<file path="config.mk">
export PLATFORM = sky130hd
export DESIGN_NAME = bram_rd_arbiter
export DESIGN_NICKNAME = d
export VERILOG_FILES = /design/src/rtl/bram_rd_arbiter.sv
export SDC_FILE = /design/constraint.sdc
export NUM_CORES = 1
export LEC_CHECK = 0
export BUFFER_PORTS_ARGS = -buffer_cell sky130_fd_sc_hd__buf_2
export CORE_MARGIN = 5
export CORE_UTILIZATION = 54
export DETAILED_ROUTE_END_ITERATION = 16
export GPL_TIMING_DRIVEN = 0
export PLACE_DENSITY_LB_ADDON = 0.12
export SLEW_MARGIN = 20
export SYNTH_ARGS = -nofsm -noshare
export SYNTH_HDL_FRONTEND = slang
export SYNTH_SLANG_ARGS = --single-unit
</file>
<file path="constraint.sdc">
create_clock -name clk -period 4.4 [get_ports clk]
set_input_delay 0.44 -clock clk [delete_from_list [all_inputs] [get_ports clk]]
set_output_delay 0.44 -clock clk [all_outputs]
set_load 0.05 [all_outputs]
</file>
<file path="src/rtl/bram_rd_arbiter.sv">
// ---------------------------------------------------------------------------
// bram_rd_arbiter
//
// Shares one BRAM read port (port B) between three burst requesters:
//   0 = surface calc, 1 = plane calc, 2 = AXI readout.
// A round-robin arbiter picks one requester while idle. The block then issues
// one read address per cycle for the whole burst, and waits RD_LAT cycles for
// the last word to come back. Read data goes out to every requester on one
// bus; rd_valid tells each requester which cycles carry its words.
//
// Parameters
//   RD_LAT      BRAM port-B read latency in cycles (1..3)
//
// Ports
//   clk         single clock, rising edge
//   reset       synchronous, active high
//   req         per-requester burst request (sampled only while idle)
//   start_addr  per-requester burst start address
//   burst_len   per-requester word count, 0 encodes 512
//   grant       one-cycle pulse when a burst is accepted
//   addrb       BRAM read address
//   doutb       BRAM read data
//   rd_data     read data broadcast; holds its value between valid cycles
//   rd_valid    per-requester qualifier for rd_data
//   done        one-cycle pulse together with the last rd_valid of a burst
//   busy        high whenever a burst is in flight
// ---------------------------------------------------------------------------
module bram_rd_arbiter #(
    parameter int RD_LAT = 1
) (
    input  logic             clk,
    input  logic             reset,
    input  logic [2:0]       req,
    input  logic [2:0][8:0]  start_addr,
    input  logic [2:0][9:0]  burst_len,
    output logic [2:0]       grant,
    output logic [8:0]       addrb,
    input  logic [15:0]      doutb,
    output logic [15:0]      rd_data,
    output logic [2:0]       rd_valid,
    output logic [2:0]       done,
    output logic             busy
);

    typedef enum logic [1:0] {IDLE, GRANT, BURST, DRAIN} state_t;

    state_t             state, state_nx;
    logic [1:0]         rr;          // requester with highest priority
    logic [1:0]         pick;        // round-robin winner among current req
    logic [1:0]         win;         // requester owning the current burst
    logic [2:0]         win_oh;
    logic [9:0]         cnt;         // addresses left to issue, current one included
    logic [1:0]         dcnt;        // drain cycles left after the current one
    logic               any_req;
    logic               issue;
    logic               issue_last;
    logic [RD_LAT-1:0]  vld_pipe;    // tracks issued addresses until their data returns
    logic [RD_LAT-1:0]  last_pipe;   // same, marking the final address of the burst
    logic [15:0]        data_q;

    // Round-robin pick. The scan goes from lowest to highest priority, so the
    // last hit, which has the highest priority, wins.
    always_comb begin
        pick    = rr;
        any_req = |req;
        for (int i = 2; i >= 0; i--) begin
            if (req[(int'(rr) + i) % 3])
                pick = 2'((int'(rr) + i) % 3);
        end
    end

    // State register
    always_ff @(posedge clk) begin
        if (reset)
            state <= IDLE;
        else
            state <= state_nx;
    end

    // Next state and address-issue strobe
    always_comb begin
        state_nx = state;
        issue    = 1'b0;
        case (state)
            IDLE: begin
                if (any_req)
                    state_nx = GRANT;
            end
            GRANT, BURST: begin
                // The GRANT cycle already drives the first address.
                issue = 1'b1;
                if (cnt == 10'd1)
                    state_nx = DRAIN;
                else
                    state_nx = BURST;
            end
            DRAIN: begin
                if (dcnt == 2'd0)
                    state_nx = IDLE;
            end
            default: state_nx = IDLE;
        endcase
    end

    assign issue_last = issue && (cnt == 10'd1);

    // Burst datapath: winner, address, counters, round-robin pointer
    always_ff @(posedge clk) begin
        if (reset) begin
            rr    <= 2'd0;
            win   <= 2'd0;
            cnt   <= 10'd0;
            dcnt  <= 2'd0;
            addrb <= 9'd0;
        end else begin
            case (state)
                IDLE: begin
                    if (any_req) begin
                        win   <= pick;
                        addrb <= start_addr[pick];
                        cnt   <= (burst_len[pick] == 10'd0) ? 10'd512 : burst_len[pick];
                    end
                end
                GRANT, BURST: begin
                    if (state == GRANT)
                        rr <= (win == 2'd2) ? 2'd0 : win + 2'd1;
                    // Keep addrb on the last address so the burst ends with
                    // addrb at that address. The 9-bit add wraps 511 -> 0.
                    if (cnt == 10'd1) begin
                        dcnt <= 2'(RD_LAT - 1);
                    end else begin
                        cnt   <= cnt - 10'd1;
                        addrb <= addrb + 9'd1;
                    end
                end
                DRAIN: begin
                    if (dcnt != 2'd0)
                        dcnt <= dcnt - 2'd1;
                end
                default: ;
            endcase
        end
    end

    // Latency pipeline: an address issued in cycle t returns data in t+RD_LAT.
    always_ff @(posedge clk) begin
        if (reset) begin
            vld_pipe  <= '0;
            last_pipe <= '0;
            data_q    <= 16'd0;
        end else begin
            vld_pipe[0]  <= issue;
            last_pipe[0] <= issue_last;
            for (int i = 1; i < RD_LAT; i++) begin
                vld_pipe[i]  <= vld_pipe[i-1];
                last_pipe[i] <= last_pipe[i-1];
            end
            if (vld_pipe[RD_LAT-1])
                data_q <= doutb;
        end
    end

    assign win_oh   = 3'b001 << win;
    assign grant    = (state == GRANT) ? win_oh : 3'b000;
    assign busy     = (state != IDLE);
    assign rd_valid = vld_pipe[RD_LAT-1]  ? win_oh : 3'b000;
    assign done     = last_pipe[RD_LAT-1] ? win_oh : 3'b000;
    // Pass doutb straight through on valid cycles; otherwise repeat the last word.
    assign rd_data  = vld_pipe[RD_LAT-1]  ? doutb  : data_q;

endmodule

</file>
==> out/results.txt, run 1 <==
Drt pass-1 iters: 4
WL/cell: 14.1 um
Period utilization: 0.694
Root Driver: clkbuf_8
Ant diodes: 0
Final wirelength: 8060 um
Met2 usage: 0.402
Layout cells sized above 1: 0.313
IO Pins: 113
Clk sinks: 45
Worst hold slack: 0.491 ns
WP buf/inv: 4
IO buf count: 111
Die height: 85.0 um
Synth Register Bits: 45
Synthesized netlist net count: 468
Cts hold-fix bufs: 0
Unrepaired setup endpoints after global routing: no
Dominant synthesized flop cell: dfxtp_1
Worst hold path class: reg2reg
Via count: 3179
# H-tree levels: 2
HPWL after DPL: 6310 um
Filler cells: 487
Critical Path Sink Type: flop
Met3 Use GR: 0.0369
Worst Path Arrival: 3.28 ns
Slew headroom: 0.480
Warnings, synthesis: 0
First-pass GRT wire length: 13400 um
Async S/R FF share, synth: 0
Post-Place Cell Area: 3680 sq um
Post-CTS Setup Repair Bufs: 0
Post-synth top area cell: dfxtp_1
Slew @ Worst Pin: 0.775 ns
Fin. Hold Viols: 0
Initial antenna violation count: 0
CP required: 4.63 ns
Clock Tree Buf Depth: 2
PwrDens: 769 nW/um^2
Post-Syn Area per Cell: 8.00 sq um
Final setup vio count: 0
Sequential share of the synthesized area: 0.296
Fmax: 327 MHz
Core Rows: 27
Clock Latency Late Sink: 0.30 ns
Dpl cells: 563
Max-cap violation count: 0
Area Overhead vs Synth: 24.3%
All-Layer GR Usage: 0.221
Cell area after layout: 3780 sq um
Hold_sp: cnt[1]$_SDFFE_PP0P_
Die area: 7230 sq um
Post-synth EDFFs: 0
Register area: 901 sq um
R2R Path Start: rr[0]$_SDFFE_PP0P_
Pins Over Slew Limit: 0
Worst setup SP type: flop
CTS buffer count: 5
Crit-path slowest cell: a211oi_1
Most frequent cells in the layout: 115 x buf_2, 45 x dfxtp_1, 34 x inv_1, 34 x nor2_1, 25 x mux2i_1
CTS tree: yes
Final #Nets: 586
Commonest non-fill, non-tap cell in the layout: buf_2
Starting Density: 0.555
Critical path cell sequence: inv_1 > ha_1 > buf_2 > a32oi_1 > nor2_1 > a211oi_1 > nand2b_1 > buf_2 > buf_1 > o22ai_1 > nand2_1 > a31oi_1
Die width: 85.0 um
Gr ovfl total: 0
Multi-input logic area: 1880 sq um
CP Max Fanout: 10
Largest net degree at the start of global routing: 17
Routability Congestion: 0.886
Post-cts sizing count: 0
Worst Skew: 0.00666 ns
DRC: 0
CTS clk-pin slew, worst paths: 0.10 ns
P_leak: 1.86 nW
Distinct cells, synth: 56
Post-Layout Cell Count: 571
Critical Path Most Common Cell: buf_2
Clock period minus worst slack: 3.05 ns
Routed Antenna Nets: 0
Final TNS setup: 0 ns
Outcome: finished, final reports clean
M1 GR Usage: 0.269
Worst Setup SP: rr[0]$_SDFFE_PP0P_
Vias per inst: 5.57
CP delay by family, top: compound AO/OA/AOI/OAI gates
DRT iter0 DRCs: 130
Core area: 5470 sq um
Fin util: 0.690
Kind of critical path: reg2reg
Number of global-route vias before repair: 2998
Worst path max stage delay: 0.62 ns
Peak VDD IR: 470 uV
Top cells by area, synth: dfxtp_1 30%, mux2i_1 8.2%, mux2_2 5.9%
Mapped Cells: 380
Synth Cell Area: 3040 sq um
Share of the synthesized area in the top cell type: 0.296
Global route hottest layer: met2
[final cells by class]
cell class	instances	share of cell area
well taps	72	0.0238
repair buffers	111	0.147
plain buffers	24	0.0344
clock buffers	5	0.0182
inverters	34	0.0338
multi-input cells	277	0.498
flip-flops and latches	45	0.238
clock inverters	3	0.00662
[kinds of logic (layout without fill, tap and decap cells)]
family / after synthesis / count (layout) / share of synthesized area
AOI/OAI and AO/OA: 88 / 88 / 0.186
xor gates and xnor gates: 1 / 1 / 0.00288
adders and majority gates: 10 / 10 / 0.0412
buffers and inverters: 58 / 177 / 0.0848
DFF: 45 / 45 / 0.296
muxes: 41 / 41 / 0.142
and+or+nand+nor: 137 / 137 / 0.247
[synthesized netlist by cell type (all sizes together), types with 2 or more instances]
cell,n
dfxtp,45
mux2i,25
nor3,14
nand2,23
ha,10
nor2,34
nand4b,5
o21ai,20
a21oi,19
nor2b,20
o221ai,3
inv,34
buf,12
and2,13
nor4,3
o21a,3
o211ai,3
or4,2
a21o,2
and3,4
mux2,16
nand3,3
nand4,2
a22oi,3
o22ai,17
nand3b,3
clkbuf,12
a221oi,3
nand2b,4
a31oi,6
or3,3
[power by group]
| group | total [mW] | switching, mW | internal (mW) |
|---|---|---|---|
| sequential | 0.631 | 0.0969 | 0.534 |
| combinational | 2.00 | 1.30 | 0.704 |
| clock | 0.274 | 0.158 | 0.116 |
[worst reg2reg max path, cell delays in order, from the launching register on]
cell and delay [ns]:
dfxtp_1 0.39, inv_1 0.08, ha_1 0.35, buf_2 0.20
a32oi_1 0.20, nor2_1 0.06, a211oi_1 0.62, nand2b_1 0.12
buf_2 0.21, buf_1 0.26, o22ai_1 0.24, nand2_1 0.08
a31oi_1 0.16
[worst paths after layout]
| check | slack, ns | to | cells past startpoint |
|---|---|---|---|
| worst max-delay path | 1.35 | addrb[2]$_SDFFE_PP0P_ | 12 |
| worst min-delay path | 0.49 | cnt[1]$_SDFFE_PP0P_ | 2 |
| worst max register to register | 1.35 | addrb[2]$_SDFFE_PP0P_ | 12 |
| worst min register to register | 0.49 | cnt[1]$_SDFFE_PP0P_ | 2 |
[flip-flops by register name, summed over array words and instances, names as in the netlist]
| signal | cells |
|---|---|
| addrb | 9 |
| win | 2 |
| vld_pipe | 1 |
| cnt | 10 |
| rr | 2 |
| dcnt | 2 |
| data_q | 16 |
| last_pipe | 1 |
| state | 2 |
[layer usage]
| metal | up-vias | wire length, um |
|---|---|---|
| met2 | 99 | 4120 |
| li1 | 1574 | - |
| met4 | 0 | 95 |
| met3 | 10 | 487 |
| met1 | 1496 | 3360 |
| met5 | - | 0 |
[metrics by stage]
step	power, mW	worst slack, ns
after floorplan	2.19	1.89
after global placement	2.58	1.56
after detailed placement	2.63	1.46
after CTS	2.91	1.42
after global routing	3.13	1.07
final	2.91	1.35
No activity file was read; power rests on OpenSTA's default activity.
==> run 2: changes to the inputs <==
--- a/config.mk
+++ b/config.mk
@@ -5,9 +5,10 @@
 export SDC_FILE = /design/constraint.sdc
 export NUM_CORES = 1
 export LEC_CHECK = 0
+export ABC_AREA = 1
 export BUFFER_PORTS_ARGS = -buffer_cell sky130_fd_sc_hd__buf_2
 export CORE_MARGIN = 5
-export CORE_UTILIZATION = 54
+export CORE_UTILIZATION = 50
 export DETAILED_ROUTE_END_ITERATION = 16
 export GPL_TIMING_DRIVEN = 0
 export PLACE_DENSITY_LB_ADDON = 0.12
==> constraint.sdc (replaced) <==
create_clock -name clk -period 3.15 [get_ports clk]
set_input_delay 0.315 -clock clk [delete_from_list [all_inputs] [get_ports clk]]
set_output_delay 0.315 -clock clk [all_outputs]
set_load 0.05 [all_outputs]
==> run 2 against run 1 <==
Worst setup slack got worse by 0.74 ns. Worst hold slack got worse by 0.22 ns. Non-clock buffer count is 4 lower. Fmax is 20% higher. Design area is 0.76% higher. Via count rose by 10%. Combinational power up 70%. Cell count is 18% higher. Utilization fell by 5.1 points. Critical path type unchanged. First-iteration DRC count rose by 48%. Largest cell class unchanged.
==> out/results.txt, run 2 <==
Outcome: finished, final reports clean
Largest net degree at the start of global routing: 16 (-1)
HPWL after DPL: 6610 um (+4.8%)
Via count: 3505 (+10%)
Combinational fraction of design power: 0.732 (+0.043)
Synth cell count leaders: 137 x nand2_1, 54 x a21oi_1, 47 x nor2_1
Worst r2r path cells: 17 (+5)
DRC: 0 (unchanged)
Worst hold path class: in2reg
Fin util: 0.639 (-0.0512)
Post-Syn Area per Cell: 6.39 sq um (-20%)
P_leak: 1.97 nW (+6.0%)
Synthesized netlist net count: 568 (+21%)
Cts hold-fix bufs: 0 (unchanged)
CTS buffer count: 5 (unchanged)
Max-cap violation count: 0 (unchanged)
R2R Path Start: rr[0]$_SDFFE_PP0P_
Dominant synthesized flop cell: dfxtp_1
Core Rows: 28 (+3.7%)
Die width: 88.3 um (+3.9%)
Max FFs per register: 16 (unchanged)
Slew headroom: 0.647 (+0.166)
Sequential power share: 0.191 (-0.026)
Worst Skew: 0.00298 ns (-0.00368 ns)
Clock Latency Late Sink: 0.30 ns (about the same)
Worst path max stage delay: 0.42 ns (-0.20 ns)
Clock period minus worst slack: 2.54 ns (-0.514 ns)
Peak VDD IR: 757 uV (+61%)
Layout cells sized above 1: 0.255 (-0.0572)
Cell area after layout: 3810 sq um (+0.76%)
Power share of the clock group: 0.078 (-0.016)
Count leader, synth: nand2_1
Worst Path Arrival: 2.72 ns (-0.56 ns)
Initial antenna violation count: 0 (unchanged)
Final TNS setup: 0 ns (unchanged)
Final #Nets: 686 (+17%)
Number of global-route vias before repair: 3261 (+8.8%)
Most frequent cells in the layout: 137 x nand2_1, 112 x buf_2, 54 x a21oi_1, 47 x nor2_1, 45 x dfxtp_1
Routability Congestion: 0.881 (-0.60%)
Post-cts sizing count: 0 (unchanged)
Most flops, register: data_q
Starting Density: 0.515 (-0.0402)
Die area: 7800 sq um (+7.9%)
CP endpoint: cnt[9]$_SDFFE_PP0P_
Drt pass-1 iters: 4 (unchanged)
Unrepaired setup endpoints after global routing: no
Critical Path Most Common Cell: nand2_1
Die height: 88.3 um (+3.9%)
Slew @ Worst Pin: 0.530 ns (-0.245 ns)
Clock Tree Buf Depth: 2 (unchanged)
Commonest non-fill, non-tap cell in the layout: nand2_1
Crit-path slowest cell: dfxtp_1
Share of the synthesized area in the top cell type: 0.294 (-0.00278)
# H-tree levels: 2 (unchanged)
Top cells by area, synth: dfxtp_1 29%, nand2_1 17%, a21oi_1 8.8%
Worst Setup SP: rr[0]$_SDFFE_PP0P_
Mapped Cells: 480 (+26%)
IO Pins: 113 (unchanged)
Distinct cells, synth: 40 (-29%)
Critical path cell sequence: inv_1 > ha_1 > inv_2 > nand3_2 > nand2_1 > o21ai_1 > nand2_1 > nand2_2 > a21oi_4 > buf_4 > nand3_1 > nand2_1 > nor2_1 > nand3_1 > nand2_1 > nand2_1 > a21oi_2
CTS tree: yes
CP Max Fanout: 10 (unchanged)
Biggest regs: data_q (16), cnt (10), addrb (9)
Internal: 1.98 mW (+46%)
Post-CTS Setup Repair Bufs: 0 (unchanged)
Gr ovfl total: 0 (unchanged)
Ant diodes: 0 (unchanged)
Synth Cell Area: 3070 sq um (+0.95%)
WL/cell: 12.2 um (-14%)
Critical Path Sink Type: flop
Core area: 5960 sq um (+8.8%)
Final setup vio count: 0 (unchanged)
First-pass GRT wire length: 13600 um (+1.2%)
Overall power: 4.66 mW (+60%)
Worst setup SP type: flop
Kind of critical path: reg2reg
Vias per inst: 5.20 (-6.6%)
CTS clk-pin slew, worst paths: 0.09 ns (about the same)
CP required: 3.33 ns (-1.30 ns)
Reg2reg setup slack: 0.61 ns (-0.74 ns)
IO buf count: 111 (unchanged)
Warnings, synthesis: 0 (unchanged)
Pins Over Slew Limit: 0 (unchanged)
Period utilization: 0.807 (+0.112)
Clk sinks: 45 (unchanged)
Post-synth top area cell: dfxtp_1
Sequential share of the synthesized area: 0.294 (-0.00278)
Post-synth EDFFs: 0 (unchanged)
Fmax: 393 MHz (+20%)
Final wirelength: 8220 um (+2.0%)
Switching part of the total power: 0.574 (+0.0402)
Area Overhead vs Synth: 24.1%
DRT iter0 DRCs: 192 (+48%)
Reg2reg end: cnt[9]$_SDFFE_PP0P_
Root Driver: clkbuf_8
All-Layer GR Usage: 0.216 (-0.00497)
Filler cells: 614 (+26%)
Async S/R FF share, synth: 0 (unchanged)
Sw power: 2.68 mW (+72%)
Routed Antenna Nets: 0 (unchanged)
Fin. Hold Viols: 0 (unchanged)
PwrDens: 1220 nW/um^2 (+59%)
Post-Place Cell Area: 3720 sq um (+0.88%)
Worst hold slack: 0.274 ns (-0.216 ns)
Synth Register Bits: 45 (unchanged)
## run 2: cell families after synthesis
family	share of synthesized area
AND/OR/NAND/NOR	0.348
buffers and inverters	0.0901
AO/OA/AOI/OAI	0.201
adder cells (fa/ha/maj)	0.0408
flip-flops	0.294
XOR/XNOR	0.0257
## run 2: through the flow
stage | worst slack [ns] | std cells
after floorplan | 0.973 | 480
after global placement | 0.679 | 666
after detailed placement | 0.617 | 666
after CTS | 0.594 | 674
after global routing | 0.359 | 674
final | 0.609 | 674
## run 2: how the worst min path moves through the flow
stage,startpoint,end,cells past startpoint,slack (ns)
2_1_floorplan,dcnt[1]$_SDFFE_PP0P_,dcnt[1]$_SDFFE_PP0P_,2,0.43
3_3_place_gp,dcnt[1]$_SDFFE_PP0P_,dcnt[1]$_SDFFE_PP0P_,2,0.45
3_5_place_dp,dcnt[1]$_SDFFE_PP0P_,dcnt[1]$_SDFFE_PP0P_,2,0.45
4_1_cts,doutb[14],data_q[14]$_SDFF_PP0_,3,0.26
5_1_grt,doutb[15],data_q[15]$_SDFF_PP0_,3,0.28
6_report,doutb[14],data_q[14]$_SDFF_PP0_,3,0.27
## run 2: cell type report
type | instances | area [sq um] | share of cell area
Multi-Input combinational cell | 371 | 1890 | 0.497
Clock inverter | 3 | 21.3 | 0.00559
Buffer | 20 | 106 | 0.0279
Tap cell | 75 | 93.8 | 0.0246
Clock buffer | 5 | 68.8 | 0.0181
Inverter | 44 | 170 | 0.0447
Timing Repair Buffer | 111 | 556 | 0.146
Sequential cell | 45 | 901 | 0.237
## run 2: worst max-delay path, delay by kind of cell (launching register included)
| kind | cells | cell delay, ns |
|---|---|---|
| flip-flops | 1 | 0.42 |
| AND/OR/NAND/NOR | 10 | 0.81 |
| adder cells (fa/ha/maj) | 1 | 0.35 |
| AO/OA/AOI/OAI | 3 | 0.38 |
| buffers and inverters | 3 | 0.45 |
## run 2: power groups by stage
stage                     combinational [mW]  sequential [mW]  clock [mW]
after floorplan                         2.56             1.01           0
after global placement                  3.36            0.896           0
after detailed placement                3.42            0.899           0
after CTS                               3.43            0.888       0.373
after global routing                    3.83            0.912       0.391
final                                   3.41            0.889       0.361
## run 2: per-layer routing
layer	track usage	vias up	wire length (um)
met5	0	-	0
met4	0.0604	0	130
met3	0.0335	14	304
met2	0.400	71	4220
met1	0.256	1603	3570
li1	-	1817	-
==> run 3: changes to the inputs <==
--- a/config.mk
+++ b/config.mk
@@ -5,10 +5,10 @@
 export SDC_FILE = /design/constraint.sdc
 export NUM_CORES = 1
 export LEC_CHECK = 0
-export ABC_AREA = 1
+export ABC_AREA = 0
 export BUFFER_PORTS_ARGS = -buffer_cell sky130_fd_sc_hd__buf_2
 export CORE_MARGIN = 5
-export CORE_UTILIZATION = 50
+export CORE_UTILIZATION = 45
 export DETAILED_ROUTE_END_ITERATION = 16
 export GPL_TIMING_DRIVEN = 0
 export PLACE_DENSITY_LB_ADDON = 0.12
==> constraint.sdc (replaced) <==
create_clock -name clk -period 2.3 [get_ports clk]
set_input_delay 0.23 -clock clk [delete_from_list [all_inputs] [get_ports clk]]
set_output_delay 0.23 -clock clk [all_outputs]
set_load 0.05 [all_outputs]
==> run 3 against run 2 <==
The run now ends with negative setup slack left. Critical path depth down 7. Die area up 8.9%. First-iteration DRC count down 35%. Utilization up 0.15 points. Flip-flop and latch count unchanged. Worst setup slack worse by 0.70 ns. Cell count down 11%. Non-clock buffer count up 27.
==> out/results.txt, run 3 (synthesis results as in run 1) <==
Slew @ Worst Pin: 0.634 ns (+0.104 ns)
Layout cells sized above 1: 0.427 (+0.172)
Met2 usage: 0.344 (-0.0554)
Worst Setup SP: cnt[1]$_SDFFE_PP0P_
Clock period minus worst slack: 2.39 ns (-0.151 ns)
Outcome: complete, but fails checks
DRT iter0 DRCs: 125 (-35%)
Die width: 92.2 um (+4.4%)
Via count: 3240 (-7.6%)
Fmax: 418 MHz (+6.3%)
# H-tree levels: 2 (unchanged)
M1 GR Usage: 0.252 (-0.00360)
Die height: 92.2 um (+4.4%)
CP required: 2.48 ns (-0.85 ns)
Number of global-route vias before repair: 3085 (-5.4%)
Hold depth: 3 (unchanged)
CTS tree: yes
Max-cap violation count: 0 (unchanged)
Fin. Hold Viols: 0 (unchanged)
Ant diodes: 0 (unchanged)
Critical Path Sink Type: flop
Peak VDD IR: 958 uV (+26%)
Largest net degree at the start of global routing: 16 (unchanged)
IO Pins: 113 (unchanged)
Final TNS setup: -0.454 ns (-0.454 ns)
HPWL after DPL: 6230 um (-5.7%)
Worst hold path class: in2reg
Worst Skew: 0.00806 ns (+0.00508 ns)
Clock Tree Buf Depth: 2 (unchanged)
Core area: 6680 sq um (+12%)
DRC: 0 (unchanged)
Global route hottest layer: met2
Period utilization: 1.04 (+0.232)
Gr ovfl total: 0 (unchanged)
Pins Over Slew Limit: 0 (unchanged)
Core Rows: 30 (+7.1%)
Worst Hold End: data_q[7]$_SDFF_PP0_
Clk sinks: 45 (unchanged)
Worst setup SP type: flop
Routability Congestion: 0.951 (+7.9%)
Most flops, register: data_q
Worst hold slack: 0.279 ns (+0.00464 ns)
Die area: 8500 sq um (+8.9%)
Met3 Use GR: 0.0402 (+0.00668)
Drt pass-1 iters: 5 (+1)
CTS buffer count: 5 (unchanged)
Filler cells: 600 (-2.3%)
CTS clk-pin slew, worst paths: 0.10 ns (about the same)
Most frequent cells in the layout: 112 x buf_2, 41 x dfxtp_1, 33 x nor2_1, 32 x inv_1
Starting Density: 0.455 (-0.0603)
Unrepaired setup endpoints after global routing: yes
Final #Nets: 609 (-11%)
Multi-input logic area: 2090 sq um (+11%)
Final wirelength: 8960 um (+9.0%)
Vias per inst: 5.38 (+3.5%)
Clock Latency Late Sink: 0.30 ns (about the same)
Max FFs per register: 16 (unchanged)
Cts hold-fix bufs: 0 (unchanged)
Initial antenna violation count: 0 (unchanged)
Worst path max stage delay: 0.44 ns (+0.02 ns)
Critical path cell sequence: inv_2 > ha_4 > or4b_4 > or4_4 > or2_4 > and2_4 > buf_8 > o21a_1 > a22oi_2 > nor2_1
Routed Antenna Nets: 0 (unchanged)
Final setup margin: -0.0901 ns (-0.699 ns)
Worst r2r path cells: 10 (-7)
Area Overhead vs Synth: 40.9%
Pre-CTS setup slack: -0.448 ns (-1.07 ns)
Worst Path Arrival: 2.57 ns (-0.15 ns)
Failing checks: negative setup slack
Reg2reg end: addrb[1]$_SDFFE_PP0P_
IO buf count: 111 (unchanged)
R2R Path Start: cnt[1]$_SDFFE_PP0P_
PwrDens: 1530 nW/um^2 (+25%)
Kind of critical path: reg2reg
P_leak: 2.05 nW (+3.8%)
CP Max Fanout: 5 (-5)
Crit-path slowest cell: or4b_4
Biggest regs: data_q (16), cnt (10), addrb (9)
Slew headroom: 0.577 (-0.0695)
Root Driver: clkbuf_8
First-pass GRT wire length: 14300 um (+5.0%)
WL/cell: 14.9 um (+22%)
Commonest non-fill, non-tap cell in the layout: buf_2
Hold_sp: doutb[7]
Reg2reg setup slack: -0.09 ns (-0.70 ns)
Register area: 911 sq um (+1.1%)
All-Layer GR Usage: 0.202 (-0.0134)
Final setup vio count: 15 (+15)
==> run 3: cell count changes in the layout (fill, tap and decap cells not counted), moves of 10 or more <==
cell,change
buf_4,+19
nor2_1,-14
nand2_1,-116
o22ai_1,+10
o21ai_0,-12
nor2b_1,+20
nand3_1,-31
mux2_2,+16
and2_1,+12
mux2i_1,+19
a21oi_1,-37
==> run 3: timing repair <==
item,CTS,global route
buffers inserted,14,9
gates resized for setup,38,36
cloned,3,0
pin swaps,25,22
setup endpoints to repair,27,28
==> run 3: report_power, final <==
part | switching [mW] | internal, mW
logic | 2.83 | 1.96
clock network | 0.295 | 0.216
registers | 0.225 | 1.03
total | 3.35 | 3.21
==> run 3: stage by stage <==
step                std cells   util  area, sq um  total power, mW
finish                    602  0.641         4280             6.56
global route              602  0.641         4280             7.04
CTS                       594  0.607         4060             6.11
detailed placement        571  0.557         3720             5.07
global placement          571  0.557         3720             5.02
floorplan                 380      -         3060             4.23
==> run 3: cell type report <==
type / instances / area share
Sequential cell: 45 / 0.213
Clock buffer: 5 / 0.0161
Multi-Input combinational cell: 277 / 0.489
Buffer: 21 / 0.0409
Inverter: 34 / 0.0298
Tap cell: 80 / 0.0234
Clock inverter: 3 / 0.00497
Timing Repair Buffer: 137 / 0.183
==> run 3: how the worst max path moves through the flow <==
stage,to,slack [ns],cells past startpoint
4_1_cts,cnt[8]$_SDFFE_PP0P_,-0.15,10
6_report,addrb[1]$_SDFFE_PP0P_,-0.09,10
3_5_place_dp,addrb[1]$_SDFFE_PP0P_,-0.45,10
2_1_floorplan,cnt[8]$_SDFFE_PP0P_,-0.01,13
5_1_grt,cnt[1]$_SDFFE_PP0P_,-0.21,13
3_3_place_gp,addrb[1]$_SDFFE_PP0P_,-0.42,10
==> run 3: worst max-delay path, delay by kind of cell (launching register included) <==
family	cells	cell delay, ns
flip-flops	1	0.33
AO/OA/AOI/OAI	2	0.23
adder cells (fa/ha/maj)	1	0.11
buffers and inverters	2	0.21
AND/OR/NAND/NOR	5	1.36
==> run 3: per-layer routing <==
metal	up-vias	wire length, um
li1	1622	-
met1	1479	3670
met2	119	4480
met3	20	587
met4	0	226
met5	-	0
